<file path="config.mk">
export PLATFORM = sky130hd
export DESIGN_NAME = regfile_sb
export DESIGN_NICKNAME = d
export VERILOG_FILES = /design/src/rtl/regfile_pkg.sv /design/src/rtl/regfile_rdport.sv /design/src/rtl/regfile_sb.sv
export SDC_FILE = /design/constraint.sdc
export NUM_CORES = 2
export LEC_CHECK = 0
export CAP_MARGIN = 10
export CORE_UTILIZATION = 34
export DETAILED_ROUTE_END_ITERATION = 8
export SYNTH_ARGS = -nofsm -noshare
export SYNTH_HDL_FRONTEND = slang
export SYNTH_SLANG_ARGS = --single-unit
</file>
<file path="constraint.sdc">
create_clock -name Clk -period 116.4 [get_ports Clk]
set_input_delay 34.92 -clock Clk [delete_from_list [all_inputs] [get_ports Clk]]
set_output_delay 34.92 -clock Clk [all_outputs]
set_load 0.02 [all_outputs]
</file>
<file path="src/rtl/regfile_pkg.sv">
// Shared constants for the scoreboarded register file and its read ports.
// Latency: n/a (package only).
// Backpressure: n/a.
package regfile_pkg;

    localparam int DEF_DATA_W   = 32;
    localparam int DEF_ADDR_W   = 5;
    localparam int DEF_NUM_REGS = 32;

    // Address of the optional hardwired-zero register.
    localparam int ZERO_ADDR = 0;

    // True when addr selects an implemented register.
    function automatic logic addr_in_range(input logic [31:0] addr, input int n);
        return addr < 32'(n);
    endfunction

endpackage

</file>
<file path="src/rtl/regfile_rdport.sv">
// One registered read port: range check, zero-register masking, write bypass, output flops.
// Latency: 1 cycle from rd_en/ard to dout/busy_out; outputs hold while rd_en=0.
// Backpressure: none; rd_en acts as a hold/enable for the output register.
//
// Ports: clk/rst (async active-high); rd_en, ard = read request;
//        wr_vld/awr/din = write accepted by the storage this cycle (for bypass);
//        regs/busy = current (pre-edge) storage and busy vector;
//        dout/busy_out = registered read data and busy flag.
module regfile_rdport
    import regfile_pkg::*;
#(
    parameter int DATA_W   = DEF_DATA_W,
    parameter int ADDR_W   = DEF_ADDR_W,
    parameter int NUM_REGS = DEF_NUM_REGS,
    parameter int ZERO_REG = 1,
    parameter int BYPASS   = 1
) (
    input  logic                            clk,
    input  logic                            rst,
    input  logic                            rd_en,
    input  logic [ADDR_W-1:0]               ard,
    input  logic                            wr_vld,
    input  logic [ADDR_W-1:0]               awr,
    input  logic [DATA_W-1:0]               din,
    input  logic [NUM_REGS-1:0][DATA_W-1:0] regs,
    input  logic [NUM_REGS-1:0]             busy,
    output logic [DATA_W-1:0]               dout,
    output logic                            busy_out
);

    logic [DATA_W-1:0] sel_dat;
    logic              sel_busy;
    logic [DATA_W-1:0] dout_d, dout_q;
    logic              busy_d, busy_q;

    always_comb begin
        sel_dat  = '0;
        sel_busy = 1'b0;
        // Compare-and-select rather than indexing, so an out-of-range
        // address never indexes past the implemented storage.
        for (int i = 0; i < NUM_REGS; i++) begin
            if (ard == ADDR_W'(i)) begin
                sel_dat  = regs[i];
                sel_busy = busy[i];
            end
        end
        // A forwarded write always reads as not busy, even if the same
        // register is being reserved on this edge; that reservation is
        // only seen by the next read.
        if ((BYPASS != 0) && wr_vld && (awr == ard)) begin
            sel_dat  = din;
            sel_busy = 1'b0;
        end
        // Masking comes last so it overrides both storage and bypass.
        if (!addr_in_range(32'(ard), NUM_REGS) ||
            ((ZERO_REG != 0) && (ard == ADDR_W'(ZERO_ADDR)))) begin
            sel_dat  = '0;
            sel_busy = 1'b0;
        end

        dout_d = dout_q;
        busy_d = busy_q;
        if (rd_en) begin
            dout_d = sel_dat;
            busy_d = sel_busy;
        end
    end

    always_ff @(posedge clk or posedge rst) begin
        if (rst) begin
            dout_q <= '0;
            busy_q <= 1'b0;
        end else begin
            dout_q <= dout_d;
            busy_q <= busy_d;
        end
    end

    assign dout     = dout_q;
    assign busy_out = busy_q;

endmodule

</file>
<file path="src/rtl/regfile_sb.sv">
// 2-read/1-write register file with per-register busy scoreboard for RAW hazard detection.
// Latency: reads 1 cycle (registered, optional write bypass); writes/reservations take effect at the edge.
// Backpressure: none; RdEn=0 holds the read outputs, writes and reservations always proceed.
//
// Ports: Clk, Rst (async active-high);
//        Ard1/Ard2, RdEn = read addresses and shared read enable;
//        Awr/Din/WrEn = write (also clears busy[Awr]);
//        Ares/ResEn = reservation (sets busy[Ares], wins over a same-cycle write);
//        Dout1/Dout2, Busy1/Busy2 = registered read data and busy flags.
module regfile_sb
    import regfile_pkg::*;
#(
    parameter int DATA_W   = DEF_DATA_W,
    parameter int ADDR_W   = DEF_ADDR_W,
    parameter int NUM_REGS = DEF_NUM_REGS,
    parameter int ZERO_REG = 1,
    parameter int BYPASS   = 1
) (
    input  logic              Clk,
    input  logic              Rst,
    input  logic [ADDR_W-1:0] Ard1,
    input  logic [ADDR_W-1:0] Ard2,
    input  logic              RdEn,
    input  logic [ADDR_W-1:0] Awr,
    input  logic [DATA_W-1:0] Din,
    input  logic              WrEn,
    input  logic [ADDR_W-1:0] Ares,
    input  logic              ResEn,
    output logic [DATA_W-1:0] Dout1,
    output logic [DATA_W-1:0] Dout2,
    output logic              Busy1,
    output logic              Busy2
);

    logic [NUM_REGS-1:0][DATA_W-1:0] regs_d, regs_q;
    logic [NUM_REGS-1:0]             busy_d, busy_q;
    logic                            wr_vld;
    logic                            res_vld;

    // Writes and reservations to unimplemented or hardwired-zero
    // addresses are dropped here, so register 0 storage stays zero.
    always_comb begin
        wr_vld  = WrEn && addr_in_range(32'(Awr), NUM_REGS) &&
                  !((ZERO_REG != 0) && (Awr == ADDR_W'(ZERO_ADDR)));
        res_vld = ResEn && addr_in_range(32'(Ares), NUM_REGS) &&
                  !((ZERO_REG != 0) && (Ares == ADDR_W'(ZERO_ADDR)));
    end

    always_comb begin
        regs_d = regs_q;
        busy_d = busy_q;
        for (int i = 0; i < NUM_REGS; i++) begin
            if (wr_vld && (Awr == ADDR_W'(i))) begin
                regs_d[i] = Din;
                busy_d[i] = 1'b0;
            end
            // Applied after the write so a same-cycle reservation wins.
            if (res_vld && (Ares == ADDR_W'(i))) begin
                busy_d[i] = 1'b1;
            end
        end
    end

    always_ff @(posedge Clk or posedge Rst) begin
        if (Rst) begin
            regs_q <= '0;
            busy_q <= '0;
        end else begin
            regs_q <= regs_d;
            busy_q <= busy_d;
        end
    end

    regfile_rdport #(
        .DATA_W  (DATA_W),
        .ADDR_W  (ADDR_W),
        .NUM_REGS(NUM_REGS),
        .ZERO_REG(ZERO_REG),
        .BYPASS  (BYPASS)
    ) u_rd1 (
        .clk     (Clk),
        .rst     (Rst),
        .rd_en   (RdEn),
        .ard     (Ard1),
        .wr_vld  (wr_vld),
        .awr     (Awr),
        .din     (Din),
        .regs    (regs_q),
        .busy    (busy_q),
        .dout    (Dout1),
        .busy_out(Busy1)
    );

    regfile_rdport #(
        .DATA_W  (DATA_W),
        .ADDR_W  (ADDR_W),
        .NUM_REGS(NUM_REGS),
        .ZERO_REG(ZERO_REG),
        .BYPASS  (BYPASS)
    ) u_rd2 (
        .clk     (Clk),
        .rst     (Rst),
        .rd_en   (RdEn),
        .ard     (Ard2),
        .wr_vld  (wr_vld),
        .awr     (Awr),
        .din     (Din),
        .regs    (regs_q),
        .busy    (busy_q),
        .dout    (Dout2),
        .busy_out(Busy2)
    );

endmodule

</file>
### Word-level counts from Yosys, hierarchy flattened

Index checks and enable logic that the tools add are counted.

* output and inout bits: 66
* memory bits (read-only): 0
* bits in writable memories: 0
* memories: 0
* word-level logic and storage cells: 489
* register bits after elaboration: 1089
* latch bits: 0
* input port bits: 57

* add/sub/neg operators: 0
* bitwise operators: 0
* muxes and demuxes: 194
* reductions and logical operators: 103
* multipliers: 0
* magnitude comparators: 0
* equality and inequality tests: 126
* shifts and indexed selects: 0
* div/mod/pow operators: 0

Operators with widths (count)
* $mux 32: 66
* $eq 5x5->1 const B: 64
* $eq 5x4->1 const B: 32
* $mux 1: 128
* $eq 5x3->1 const B: 16
* $logic_and 1x1->1: 66
* $reduce_bool 2->1: 31
* $eq 5x2->1 const B: 8
* $eq 5x1->1 const B: 4
* $logic_not 5->1: 4
* $eq 5x5->1: 2
* $logic_not 1->1: 2

### Logic depth before layout (Yosys ltp)

* depth after elaboration: 34
* gate-level depth with buffers: 11
* mapped depth without buffers: 7

### By module

A second synthesis with hierarchy kept.

* cell total of the unflattened synthesis: 5347
* area, all modules: 58735.1 um^2

By module, submodules not included
* regfile_sb: sequential area each 26425.3 um^2, area an instance 39374.0 um^2, times used 1, cells each 2399
* regfile_rdport: sequential area each 825.8 um^2, area an instance 9680.5 um^2, times used 2, cells each 1474

### Least setup slack after synthesis

Ideal clock, no wire load.

* kind: input -> register
* start point: input Ard2[3]
* end point: register u_rd2.dout_q[20] (netlist: u_rd2.dout[20])
* path slack: 79638 ps
* library setup time: 140 ps
* required time: 116260 ps
* path buffers: 3
* stages on the path: 9
* arrival: 36621 ps
* path through: buf_2 > xor2_1 > nor3_1 > and3_1 > buf_2 > buf_2 > o21ai_0 > a221oi_1 > o211ai_1

* cells in the longest elaborated chain, start to end: 34
* elaborated cells between the ends (all ways): 67

RTL lines
* start, declared: line regfile_sb.sv:22 `input logic [ADDR_W-1:0] Ard2,`
* $eq 5x1->1: line regfile_rdport.sv:42 `if (ard == ADDR_W'(i)) begin`
* $mux 32 (31 in series): line regfile_rdport.sv:42
* $mux 32: line regfile_rdport.sv:50 `if ((BYPASS != 0) && wr_vld && (awr == ard)) begin`
* $mux 32 *: line regfile_rdport.sv:55 `if (!addr_in_range(32'(ard), NUM_REGS) ||`
* end signal, assigned: line regfile_rdport.sv:74 `dout_q <= dout_d;`
* end, declared: line regfile_rdport.sv:33 `logic [DATA_W-1:0] dout_d, dout_q;`

Mark *: on every way between the ends. The rest lies on a longest branch, timed or not.
A chain may end at the register's enable or synchronous reset.

### Worst setup path in the final report

* start point: input Ard2[2]
* end point: register u_rd2.dout_q[28] (netlist: u_rd2.dout[28])

The elaborated chain is that of the path after synthesis.

==> run summary <==
Slew headroom = 0.04201
internal power = 0.8001 mW
Worst VDD drop = 0.00001183 V
fin crit share = 0.3327
setup tns final = 0 ns
clock share of power = 0.382
Vias/cell = 7.471
ranking of synthesized cells by area = dfrtp_1 48%, mux2_2 20%, a22oi_1 7.3%
r2r setup slk = 113.86 ns
XOR/XNOR share of the synthesized area = 0.001555
worst slack at placement = 77.34 ns
RSZ-0062 raised after global routing = no
Final #Nets = 5047
Pwr per Cell Area = 17.90 mW/mm^2
EDFF count, synth = 0
Tightest Hold Check Type = reg2reg
Comb power frac = 0.151
initial antenna violation count = 46
Setup crit start kind = primary input
most frequent cells in the layout = 1089 x dfrtp_1, 1000 x mux2_2, 551 x a22oi_1
CTS tree = done
Max Cap Viol = 0
asr flop ratio synth = 1.000
ys flop type = dfrtp_1
Clock Path Buffers = 3
commonest non-fill, non-tap cell in the layout = dfrtp_1
via count = 54460
largest family of logic cells by synthesized area = multiplexers
fraction of layout cells with a size suffix above 1 = 0.3039
H-tree Lvls = 4
GP Congestion = 1.077
Worst EP required = 117.13 ns
Cell Area, Synth = 0.05631 sq mm
switching power = 0.3621 mW
Area Overhead vs Synth = 15.30%
syn nets = 5080
Die Area = 0.1672 sq mm
Hold-fix buffers, CTS = 0
Slew Limit Fails = 0
fin crit period = 38.73 ns
multi-input logic area = 0.02761 sq mm
register area share after synthesis = 0.4840
static leakage = 27.19 nW
final core occ = 0.3970
Total Wirelength = 333.1 mm
Synth Area in Simple Gates = 0.08611
Initial Util = 0.3444
post-CTS setup buffer count = 0
Die Ht = 409.0 um
yosys warns = 0
Synth Instances = 5023
grt total ovfl = 0
Synth area leader = dfrtp_1
crit-path max FO = 40
CTS buffer count = 130
pin count of the biggest net entering global routing = 165
first-pass GRT wire length = 445.7 mm
slew at the pin closest to its max-slew limit = 1.426 ns
hpwl dp = 198.2 mm
Antenna Nets Post-Route = 0
drt pass-1 iters = 9
mux contribution to synthesized area = 0.2067
crit path DAT = 39.46 ns
Fmax = 25.82 MHz
endpoints failing setup = 0
register area = 0.02725 sq mm
Post-CTS Resized = 0
Die X = 409.0 um
Setup CP Type = in2reg
DRT iter0 DRCs = 11540
Yosys top cell area share = 0.4840
Synth cell types = 93
Root Buffer = clkbuf_16
Seq pwr share = 0.467
CORE AREA = 0.1635 sq mm
status = complete, but fails checks
FILL cells = 15720
Synth Register Bits = 1089
Avg Synthesized Cell Area = 11.21 sq um
Critical Path Sink Type = flop
clk slew on worst S/H paths = 0.06 ns
Synth Area in Compound Gates = 0.1846
PortBufs = 122
CTS sink count = 1089
clk_skew = 0.03911 ns
Switching Fraction = 0.3116
Avg WL per Cell = 45.70 um
worst-skew pair later-pin latency = 0.82 ns
IO Count = 123
Adder-Cell Fraction of Synth Area = 0
# rows = 148
number of global-route vias before repair = 50750
# DRC = 33
gr usage total = 0.3865
final setup margin = 77.67 ns
Hold Vio Cnt, Final = 0
failing checks = design-rule violations
==> final timing paths <==
kind | end | from | cells past startpoint
worst min-delay path | regs_q[623]$_DFFE_PP0P_ | regs_q[623]$_DFFE_PP0P_ | 1
min in group asynchronous | u_rd1.dout[29]$_DFFE_PP0P_ | Rst | 2
worst max-delay path | u_rd2.dout[28]$_DFFE_PP0P_ | Ard2[2] | 10
max in group asynchronous | u_rd2.dout[24]$_DFFE_PP0P_ | Rst | 5
worst min register to register | regs_q[623]$_DFFE_PP0P_ | regs_q[623]$_DFFE_PP0P_ | 1
worst max register to register | u_rd2.dout[27]$_DFFE_PP0P_ | regs_q[955]$_DFFE_PP0P_ | 6
==> power by group through the flow <==
stage | sequential, mW | combinational (mW) | clock [mW]
3_3_place_gp | 0.539 | 0.164 | 0
5_1_grt | 0.544 | 0.182 | 0.459
2_1_floorplan | 0.506 | 0.110 | 0
6_report | 0.543 | 0.176 | 0.444
3_5_place_dp | 0.540 | 0.169 | 0
4_1_cts | 0.534 | 0.169 | 0.444
==> final cells by class <==
cell class | instances | area share
multi-input cells | 3447 | 0.4253
flip-flops and latches | 1089 | 0.4198
clock buffers | 184 | 0.05949
well taps | 2175 | 0.04192
repair buffers | 306 | 0.04049
clock inverters | 48 | 0.01106
inverters | 16 | 0.001079
diodes | 24 | 0.0009251
==> metal layers <==
| layer | track usage | vias up | wire length (um) |
|---|---|---|---|
| li1 | - | 19270 | - |
| met2 | 0.5109 | 5833 | 127800 |
| met1 | 0.4768 | 27340 | 119200 |
| met3 | 0.1960 | 1973 | 54960 |
| met5 | 0.01609 | - | 624 |
| met4 | 0.2779 | 40 | 30550 |
==> synth_stat cells, types with 19 or more instances <==
| cell | count |
|---|---|
| nand4_1 | 65 |
| clkbuf_1 | 272 |
| and3_1 | 55 |
| nor4_1 | 22 |
| nor2b_1 | 28 |
| a31oi_1 | 28 |
| nor3_1 | 56 |
| nand2b_1 | 19 |
| mux2i_1 | 33 |
| o221ai_1 | 34 |
| dfrtp_1 | 1089 |
| a211oi_1 | 28 |
| o21ai_0 | 202 |
| o211ai_1 | 21 |
| mux2_2 | 1000 |
| a221oi_1 | 92 |
| buf_1 | 43 |
| nand2_1 | 280 |
| a2111oi_0 | 21 |
| o22ai_1 | 39 |
| a22oi_1 | 551 |
| a222oi_1 | 39 |
| nand3_1 | 96 |
| nor2_1 | 203 |
| buf_2 | 135 |
| a22o_1 | 62 |
| a21oi_1 | 168 |
==> flip-flops by register name (all words and copies together) (netlist names) <==
| name | flops |
|---|---|
| regs_q | 992 |
| u_rd2.busy_out | 1 |
| busy_q | 31 |
| u_rd1.busy_out | 1 |
| u_rd1.dout | 32 |
| u_rd2.dout | 32 |
==> metrics by stage <==
step | std cells | power, mW | hold slack, ns | instance area, sq um
floorplan | 5023 | 0.6162 | 0.4870 | 56310
global placement | 7030 | 0.7036 | 0.5067 | 60220
CTS | 7262 | 1.147 | 0.5246 | 64800
detailed placement | 7030 | 0.7083 | 0.5122 | 60220
global route | 7266 | 1.185 | 0.5431 | 64860
finish | 7289 | 1.162 | 0.5253 | 64920
==> worst max-delay path, stage by stage <==
cell	delay, ns
buf_2	0.34
buf_4	0.60
nand3_1	0.62
nor2_4	0.96
buf_4	0.56
a21oi_1	0.31
and3_1	0.24
o21ai_0	0.26
a21oi_1	0.23
o21ai_1	0.18
==> logic make-up (layout without fill, tap and decap cells) <==
kind of cell           Yosys count  in the layout
other                            0             24
XOR/XNOR                        10             10
AO/OA/AOI/OAI                 1445           1445
flip-flops                    1089           1089
buffers and inverters          487            554
multiplexers                  1035           1035
AND/OR/NAND/NOR                957            957
Power figures use the tool's default switching activity.
